[src/rtl/hazard_unit_pkg.sv]
// Shared pipeline definitions: register-specifier width, forwarding select encodings
// and the source/destination match helpers used by the hazard logic.
package hazard_unit_pkg;

    localparam int REG_AW = 5;

    localparam logic [1:0] FWD_RF  = 2'b00;
    localparam logic [1:0] FWD_WB  = 2'b01;
    localparam logic [1:0] FWD_MEM = 2'b10;

    typedef logic [REG_AW-1:0] reg_t;

    // $0 is hardwired to zero, so it never matches a producing stage
    function automatic logic srcMatches(input reg_t src, input reg_t wr, input logic we);
        return (src != '0) && we && (src == wr);
    endfunction

    function automatic logic [1:0] fwdSelect(input reg_t src,
                                             input reg_t wrM, input logic rwM,
                                             input reg_t wrW, input logic rwW);
        if (srcMatches(src, wrM, rwM))
            return FWD_MEM;
        else if (srcMatches(src, wrW, rwW))
            return FWD_WB;
        return FWD_RF;
    endfunction

endpackage

[src/rtl/hazard_unit_if.sv]
// Bundle of pipeline-stage fields read by the hazard unit and the controls it returns.
// master = pipeline side, slave = hazard unit side.
interface hazard_unit_if;
    import hazard_unit_pkg::*;

    reg_t        RsD, RtD, RsE, RtE;
    reg_t        WriteRegE, WriteRegM, WriteRegW;
    logic        RegWriteE, RegWriteM, RegWriteW;
    logic        MemtoRegE, MemtoRegM;
    logic        BranchD, MdStartE, MdUseD;
    logic [1:0]  ForwardAE, ForwardBE;
    logic        ForwardAD, ForwardBD;
    logic        StallF, StallD, FlushE;
    logic        MdBusy;
    logic [31:0] StallCount;

    modport master (
        output RsD, RtD, RsE, RtE, WriteRegE, WriteRegM, WriteRegW,
               RegWriteE, RegWriteM, RegWriteW, MemtoRegE, MemtoRegM,
               BranchD, MdStartE, MdUseD,
        input  ForwardAE, ForwardBE, ForwardAD, ForwardBD,
               StallF, StallD, FlushE, MdBusy, StallCount
    );

    modport slave (
        input  RsD, RtD, RsE, RtE, WriteRegE, WriteRegM, WriteRegW,
               RegWriteE, RegWriteM, RegWriteW, MemtoRegE, MemtoRegM,
               BranchD, MdStartE, MdUseD,
        output ForwardAE, ForwardBE, ForwardAD, ForwardBD,
               StallF, StallD, FlushE, MdBusy, StallCount
    );

endinterface

[src/rtl/hazard_unit_mdu_busy_tracker.sv]
// Counts down the cycles an issued mul/div op keeps the HI/LO unit busy.
module mdu_busy_tracker #(
    parameter int MDU_LATENCY = 32
) (
    input  logic clk,
    input  logic reset,
    input  logic MdStartE,
    output logic MdBusy
);
    import hazard_unit_pkg::*;

    localparam int CW = $clog2(MDU_LATENCY + 1);

    logic [CW-1:0] r_cnt;

    // A start reloads unconditionally; pipeline stalls do not pause the unit
    always_ff @(posedge clk) begin
        if (reset)
            r_cnt <= '0;
        else if (MdStartE)
            r_cnt <= CW'(MDU_LATENCY);
        else if (r_cnt != '0)
            r_cnt <= r_cnt - CW'(1);
    end

    assign MdBusy = (r_cnt != '0);

endmodule

[src/rtl/hazard_unit.sv]
// Forwarding selects and stall/flush controls for the 5-stage pipeline.
// Define HAZ_PERF_EN to build the saturating stall-cycle counter behind StallCount.
module hazard_unit #(
    parameter int MDU_LATENCY = 32
) (
    input  logic          clk,
    input  logic          reset,
    hazard_unit_if.slave  hz
);
    import hazard_unit_pkg::*;

    logic w_lwStall;
    logic w_brStall;
    logic w_mdStall;
    logic w_stall;
    logic w_mdBusy;
    logic w_hitE;
    logic w_hitM;

    mdu_busy_tracker #(
        .MDU_LATENCY (MDU_LATENCY)
    ) u_mdu_busy_tracker (
        .clk      (clk),
        .reset    (reset),
        .MdStartE (hz.MdStartE),
        .MdBusy   (w_mdBusy)
    );

    assign hz.ForwardAE = fwdSelect(hz.RsE, hz.WriteRegM, hz.RegWriteM, hz.WriteRegW, hz.RegWriteW);
    assign hz.ForwardBE = fwdSelect(hz.RtE, hz.WriteRegM, hz.RegWriteM, hz.WriteRegW, hz.RegWriteW);
    assign hz.ForwardAD = srcMatches(hz.RsD, hz.WriteRegM, hz.RegWriteM);
    assign hz.ForwardBD = srcMatches(hz.RtD, hz.WriteRegM, hz.RegWriteM);

    // Load-use deliberately skips the $0 filter; a spurious one-cycle stall is harmless
    assign w_lwStall = hz.MemtoRegE && ((hz.RtE == hz.RsD) || (hz.RtE == hz.RtD));

    assign w_hitE    = srcMatches(hz.RsD, hz.WriteRegE, hz.RegWriteE) ||
                       srcMatches(hz.RtD, hz.WriteRegE, hz.RegWriteE);
    assign w_hitM    = srcMatches(hz.RsD, hz.WriteRegM, hz.MemtoRegM) ||
                       srcMatches(hz.RtD, hz.WriteRegM, hz.MemtoRegM);
    assign w_brStall = hz.BranchD && (w_hitE || w_hitM);

    assign w_mdStall = hz.MdUseD && (w_mdBusy || hz.MdStartE);
    assign w_stall   = w_lwStall || w_brStall || w_mdStall;

    assign hz.StallF = w_stall;
    assign hz.StallD = w_stall;
    assign hz.FlushE = w_stall;
    assign hz.MdBusy = w_mdBusy;

`ifdef HAZ_PERF_EN
    logic [31:0] r_stallCount;

    always_ff @(posedge clk) begin
        if (reset)
            r_stallCount <= '0;
        else if (w_stall && (r_stallCount != 32'hFFFF_FFFF))
            r_stallCount <= r_stallCount + 32'd1;
    end

    assign hz.StallCount = r_stallCount;
`else
    assign hz.StallCount = 32'h0;
`endif

endmodule

[src/flat_wrapper.sv]
// flat-port wrapper written by rule: the top's interface ports become plain ports
module hazard_unit_flat import hazard_unit_pkg::*;
#(
    parameter int MDU_LATENCY = 32
)
  (clk, reset, hz_RsD, hz_RtD, hz_RsE, hz_RtE, hz_WriteRegE, hz_WriteRegM, hz_WriteRegW, hz_RegWriteE, hz_RegWriteM, hz_RegWriteW, hz_MemtoRegE, hz_MemtoRegM, hz_BranchD, hz_MdStartE, hz_MdUseD, hz_ForwardAE, hz_ForwardBE, hz_ForwardAD, hz_ForwardBD, hz_StallF, hz_StallD, hz_FlushE, hz_MdBusy, hz_StallCount);
  hazard_unit_if hz_i ();
  input  logic clk;
  input  logic reset;
  input wire logic [$bits(hz_i.RsD)-1:0] hz_RsD;
  input wire logic [$bits(hz_i.RtD)-1:0] hz_RtD;
  input wire logic [$bits(hz_i.RsE)-1:0] hz_RsE;
  input wire logic [$bits(hz_i.RtE)-1:0] hz_RtE;
  input wire logic [$bits(hz_i.WriteRegE)-1:0] hz_WriteRegE;
  input wire logic [$bits(hz_i.WriteRegM)-1:0] hz_WriteRegM;
  input wire logic [$bits(hz_i.WriteRegW)-1:0] hz_WriteRegW;
  input wire logic [$bits(hz_i.RegWriteE)-1:0] hz_RegWriteE;
  input wire logic [$bits(hz_i.RegWriteM)-1:0] hz_RegWriteM;
  input wire logic [$bits(hz_i.RegWriteW)-1:0] hz_RegWriteW;
  input wire logic [$bits(hz_i.MemtoRegE)-1:0] hz_MemtoRegE;
  input wire logic [$bits(hz_i.MemtoRegM)-1:0] hz_MemtoRegM;
  input wire logic [$bits(hz_i.BranchD)-1:0] hz_BranchD;
  input wire logic [$bits(hz_i.MdStartE)-1:0] hz_MdStartE;
  input wire logic [$bits(hz_i.MdUseD)-1:0] hz_MdUseD;
  output wire logic [$bits(hz_i.ForwardAE)-1:0] hz_ForwardAE;
  output wire logic [$bits(hz_i.ForwardBE)-1:0] hz_ForwardBE;
  output wire logic [$bits(hz_i.ForwardAD)-1:0] hz_ForwardAD;
  output wire logic [$bits(hz_i.ForwardBD)-1:0] hz_ForwardBD;
  output wire logic [$bits(hz_i.StallF)-1:0] hz_StallF;
  output wire logic [$bits(hz_i.StallD)-1:0] hz_StallD;
  output wire logic [$bits(hz_i.FlushE)-1:0] hz_FlushE;
  output wire logic [$bits(hz_i.MdBusy)-1:0] hz_MdBusy;
  output wire logic [$bits(hz_i.StallCount)-1:0] hz_StallCount;
  assign hz_i.RsD = hz_RsD;
  assign hz_i.RtD = hz_RtD;
  assign hz_i.RsE = hz_RsE;
  assign hz_i.RtE = hz_RtE;
  assign hz_i.WriteRegE = hz_WriteRegE;
  assign hz_i.WriteRegM = hz_WriteRegM;
  assign hz_i.WriteRegW = hz_WriteRegW;
  assign hz_i.RegWriteE = hz_RegWriteE;
  assign hz_i.RegWriteM = hz_RegWriteM;
  assign hz_i.RegWriteW = hz_RegWriteW;
  assign hz_i.MemtoRegE = hz_MemtoRegE;
  assign hz_i.MemtoRegM = hz_MemtoRegM;
  assign hz_i.BranchD = hz_BranchD;
  assign hz_i.MdStartE = hz_MdStartE;
  assign hz_i.MdUseD = hz_MdUseD;
  assign hz_ForwardAE = hz_i.ForwardAE;
  assign hz_ForwardBE = hz_i.ForwardBE;
  assign hz_ForwardAD = hz_i.ForwardAD;
  assign hz_ForwardBD = hz_i.ForwardBD;
  assign hz_StallF = hz_i.StallF;
  assign hz_StallD = hz_i.StallD;
  assign hz_FlushE = hz_i.FlushE;
  assign hz_MdBusy = hz_i.MdBusy;
  assign hz_StallCount = hz_i.StallCount;
  hazard_unit #(.MDU_LATENCY(MDU_LATENCY)) u_core (.clk(clk), .reset(reset), .hz(hz_i));
endmodule
[config.mk]
export PLATFORM = sky130hd
export DESIGN_NAME = hazard_unit_flat
export DESIGN_NICKNAME = d
export VERILOG_FILES = /design/src/rtl/hazard_unit_pkg.sv /design/src/rtl/hazard_unit_if.sv /design/src/rtl/hazard_unit_mdu_busy_tracker.sv /design/src/rtl/hazard_unit.sv /design/src/flat_wrapper.sv
export SDC_FILE = /design/constraint.sdc
export NUM_CORES = 1
export LEC_CHECK = 0
export BUFFER_PORTS_ARGS = -buffer_cell sky130_fd_sc_hd__buf_2
export CORE_MARGIN = 2
export CORE_UTILIZATION = 40
export CTS_BUF_LIST = sky130_fd_sc_hd__clkbuf_8
export CTS_CLUSTER_DIAMETER = 100
export CTS_CLUSTER_SIZE = 16
export DETAILED_ROUTE_END_ITERATION = 7
export PLACE_DENSITY = 0.9
export RECOVER_POWER = 50
export SETUP_SLACK_MARGIN = 0.05
export SKIP_CTS_REPAIR_TIMING = 1
export SLEW_MARGIN = 10
export SYNTH_ARGS = -nofsm -noshare
export SYNTH_HDL_FRONTEND = slang
export SYNTH_SLANG_ARGS = --single-unit
[constraint.sdc]
create_clock -name clk -period 3.7 [get_ports clk]
set_clock_uncertainty 0.15 [all_clocks]
set_input_delay 0.555 -clock clk [delete_from_list [all_inputs] [get_ports clk]]
set_output_delay 0.555 -clock clk [all_outputs]
set_load 0.005 [all_outputs]
# [Word-level counts from Yosys, hierarchy flattened]
# Index checks and enable logic that the tools add are counted.
[word_totals] ram_bits=0 input_bits=45 mem_count=0 out_inout_bits=42 romBits=0 elab_cells=62 ff_bits=6 latchBits=0
[op_classes] n_reduce_logical=37 n_addsub=1 shifts=0 div_mod_pow=0 multipliers=0 magnitude_cmp=0 bitwise=0 n_mux=12 n_eq_ne=10
[op_table] cell="$eq 5x5->1" count=10
[op_table] cell="$logic_and 1x1->1" count=23
[op_table] cell="$reduce_bool 5->1" count=4
[op_table] cell="$mux 2" count=6
[op_table] cell="$mux 6" count=2
[op_table] cell="$logic_or 1x1->1" count=7
[op_table] cell="$reduce_bool 6->1" count=1
[op_table] cell="$sub 6x1->6 const B" count=1
[op_table] cell="$mux 1" count=4
[op_table] cell="$reduce_bool 2->1" count=1
[op_table] cell="$reduce_or 2->1" count=1

# [Longest topological paths before layout]
[depth] ltp_word=8 mapped_depth=7 mapped_depth_nobuf=5

# [By module]
# A second synthesis with hierarchy kept.
[unflattened] hier_cells=162 hier_area_um2=1303.8
[by_module_without_submodules] mod="hazard_unit" cells_each=129 seq_area_each_um2=0.0 area_per_inst_um2=975.9 n_inst=1
[by_module_without_submodules] mod="mdu_busy_tracker" cells_each=33 seq_area_each_um2=120.1 area_per_inst_um2=327.8 n_inst=1

# [Worst setup path after synthesis]
# Ideal clock, no wire load.
[synth_timing] kind="input port to output port" start="in hz_RsD[0]" end="out hz_StallD" n_path_buf=1 arrival_time_ps=1747 stages=6 slack_ps=1248 t_required_ps=2995 cell_sequence="or4_1 nor2_1 nor4_1 o211ai_1 nand4_1 buf_4"
[synth_between] elab_chain_len=8 elab_cells_between_ends=16 cone_classes="eq/ne (3); reduce/logical (13)"
[synth_rtl] item="start, declared" line="flat_wrapper.sv:10" text="input wire logic [$bits(hz_i.RsD)-1:0] hz_RsD;"
[synth_rtl] item="$reduce_bool 5->1" line="hazard_unit_pkg.sv:15" text="return (src != '0) && we && (src == wr);"
[synth_rtl] item="$logic_and 1x1->1 (2 in a row)" line="hazard_unit_pkg.sv:15"
[synth_rtl] item="$logic_or 1x1->1 (on tied branches)" line="hazard_unit.sv:37, hazard_unit.sv:39"
[synth_rtl] item="$logic_or 1x1->1" line="hazard_unit.sv:41" text="assign w_brStall = hz.BranchD && (w_hitE || w_hitM);"
[synth_rtl] item="$logic_and 1x1->1" line="hazard_unit.sv:41"
[synth_rtl] item="$logic_or 1x1->1 * (2 in a row)" line="hazard_unit.sv:44" text="assign w_stall = w_lwStall || w_brStall || w_mdStall;"
[synth_rtl] item="end, declared" line="flat_wrapper.sv:30" text="output wire logic [$bits(hz_i.StallD)-1:0] hz_StallD;"
# Mark *: on every way between the ends. The rest lies on a longest branch, timed or not.

# [Worst setup path in the final report]
[layout_timing] start="in hz_RtD[0]" end="out hz_FlushE"
[layout_between] elab_chain_len=8 elab_cells_between_ends=16 cone_classes="eq/ne (3); reduce/logical (13)"
[layout_rtl] item="start, declared" line="flat_wrapper.sv:11" text="input wire logic [$bits(hz_i.RtD)-1:0] hz_RtD;"
[layout_rtl] item="$reduce_bool 5->1" line="hazard_unit_pkg.sv:15"
[layout_rtl] item="$logic_and 1x1->1 (2 in a row)" line="hazard_unit_pkg.sv:15"
[layout_rtl] item="$logic_or 1x1->1 (on tied branches)" line="hazard_unit.sv:37, hazard_unit.sv:39"
[layout_rtl] item="$logic_or 1x1->1" line="hazard_unit.sv:41"
[layout_rtl] item="$logic_and 1x1->1" line="hazard_unit.sv:41"
[layout_rtl] item="$logic_or 1x1->1 * (2 in a row)" line="hazard_unit.sv:44"
[layout_rtl] item="end, declared" line="flat_wrapper.sv:31" text="output wire logic [$bits(hz_i.FlushE)-1:0] hz_FlushE;"
# Marked as above.

==> results_dict.tcl <==
set metrics [dict create \
    leakagePower_nw 0.641 \
    core_mm2 0.00300 \
    ios 87 \
    synthDistinctLibCells 26 \
    drv_cap 0 \
    firstDrtPassIters 4 \
    p_sw_mw 0.175 \
    hp-class "reg2reg" \
    reg_top3 "u_core.u_mdu_busy_tracker.r_cnt: 6 flops" \
    combPwrFrac_pct 56.0 \
    largest_reg_flops 6 \
    ant_nets 0 \
    cts_tree "done" \
    die_h_um 59.7 \
    htree_levels 1 \
    synth-seq-cells 6 \
    cts.root.buffer_cell "clkbuf_8" \
    power_density_mw_per_mm2 317 \
    wl_per_cell_um 11.5 \
    routed_wl_um 2750 \
    fmax_mhz 374 \
    die-area_mm2 0.00356 \
    rsz0062_at_grt "false" \
    hold_violations 0 \
    dp_hpwl_um 2460 \
    final_net_count 256 \
    crit_required_ns 2.99 \
    clk_pin_slew_ns 0.04 \
    syn_inst 160 \
    clockBufferDepth 2 \
    critPathKind "in2out" \
    yosysWarnings 0 \
    drt-initial-drc-count 49 \
    clkPwrFrac_pct 21.9 \
    drc_errors 0 \
    setup-violations-final 0 \
    vias 1121 \
    viasPerCell 4.67 \
    grt_pass1_vias 971 \
    p_seq_share_pct 22.1 \
    finalSetupTns_ns 0 \
    path_max_fanout 4 \
    final_cell_mix "buf_2, xnor2_1, conb_1" \
    worst_ir_drop_vdd_mv 0.102 \
    layout_commonest_cell "buf_2" \
    antenna_cells 0 \
    grt_usage_pct 15.1 \
    yosysSeqAreaShare_pct 9.68 \
    seq_area_um2 120 \
    endpoint_kind "output pin" \
    period_needed_ns 2.68 \
    die_w_um 59.7 \
    antenna_found_initial 0 \
    finalMaxSlewViolations 0 \
    start_util_pct 41.3 \
    multi_input_area_um2 930 \
    swShare_pct 39.3 \
    nFillCells 301 \
    largest-register "u_core.u_mdu_busy_tracker.r_cnt" \
    grt-ovfl-total 0 \
    syn_area_per_cell_um2 7.76 \
    area_growth_pct 13.5 \
    drive_gt1_share_pct 28.5 \
    p_int_mw 0.271 \
    place_congestion 0.900 \
    netlist_area_mm2 0.00124 \
    grt_max_degree 8 \
    status "finished, final reports clean" \
    rows 20 \
    final_core_util_pct 46.9 \
    grt_pass1_wl_um 4100 \
    critPathLaunchType "primary input" \
    arrival_ns 1.97 \
    cts_buffers 3 \
    final.period_utilization_pct 72.3 \
    port_buffers 54 \
    cts_sinks 6 \
    insertion_delay_ns 0.22 \
]
==> kinds of logic (layout without fill, tap and decap cells) <==
logic type / count (synthesis) / in the layout / synth area share (%)
simple gates: 47 / 47 / 22.1
flops: 6 / 6 / 9.68
xor+xnor: 55 / 55 / 38.8
buf+inv: 43 / 59 / 24.2
other cells: 1 / 32 / 0.302
fa+ha+maj: 2 / 2 / 2.02
compound gates: 6 / 6 / 2.92
==> worst paths after layout <==
| check | start | endpoint | slack [ns] | cells past startpoint |
|---|---|---|---|---|
| max | hz_RtD[0] | hz_FlushE | 1.02 | 7 |
| min | u_core.u_mdu_busy_tracker.r_cnt[1] | u_core.u_mdu_busy_tracker.r_cnt[1] | 0.36 | 2 |
| max reg2reg | u_core.u_mdu_busy_tracker.r_cnt[4] | u_core.u_mdu_busy_tracker.r_cnt[1] | 2.12 | 3 |
| min reg2reg | u_core.u_mdu_busy_tracker.r_cnt[1] | u_core.u_mdu_busy_tracker.r_cnt[1] | 0.36 | 2 |
==> routing by layer <==
layer / track usage (%) / wire length (um)
met1: 17.8 / 1080
met2: 28.4 / 1480
met3: 1.95 / 173
met4: 3.49 / 17
met5: 0 / 0
==> worst max-delay path, cell delays in order <==
cell	delay (ns)
buf_2	0.13
or4_1	0.52
nor2_1	0.16
nor4_1	0.09
o211ai_1	0.16
nand4_1	0.18
buf_2	0.18
==> through the flow <==
stage               setup WS, ns  total power [mW]  cell area (um2)  instances  hold slack, ns
finish                      1.02             0.447             1410        240           0.364
global route               0.909             0.491             1410        240           0.404
CTS                         1.03             0.453             1420        240           0.375
detailed placement          1.04             0.351             1380        237           0.368
global placement            1.08             0.343             1380        237           0.349
floorplan                   1.25             0.304             1360        191           0.331
==> power by group through the flow <==
stage	clock (mW)	combinational [mW]	sequential, mW
2_1_floorplan	0	0.207	0.0967
3_3_place_gp	0	0.244	0.0989
3_5_place_dp	0	0.252	0.0993
4_1_cts	0.101	0.253	0.0988
5_1_grt	0.105	0.285	0.101
6_report	0.0979	0.250	0.0988
==> cells in the mapped netlist, drive strengths merged <==
library cell,instances,area (um2)
a2111oi,1,8.76
a21oi,1,5.00
and2,2,12.5
buf,38,282
clkbuf,3,11.3
conb,1,3.75
dfxtp,6,120
ha,2,25.0
inv,2,7.51
nand2,4,15.0
nand3,5,25.0
nand3b,1,7.51
nand4,7,43.8
nor2,11,48.8
nor3,5,25.0
nor4,8,62.6
o211ai,1,7.51
o21ai,3,15.0
or4,4,33.8
xnor2,38,333
xor2,17,149
==> area by class of cell <==
class	count	area share, %
multi-input cells	142	66.0
repair buffers	54	19.1
flip-flops and latches	6	8.53
clock buffers	3	2.93
well taps	33	2.93
inverters	2	0.533
Note: power is estimated with default switching activity, not from simulation.
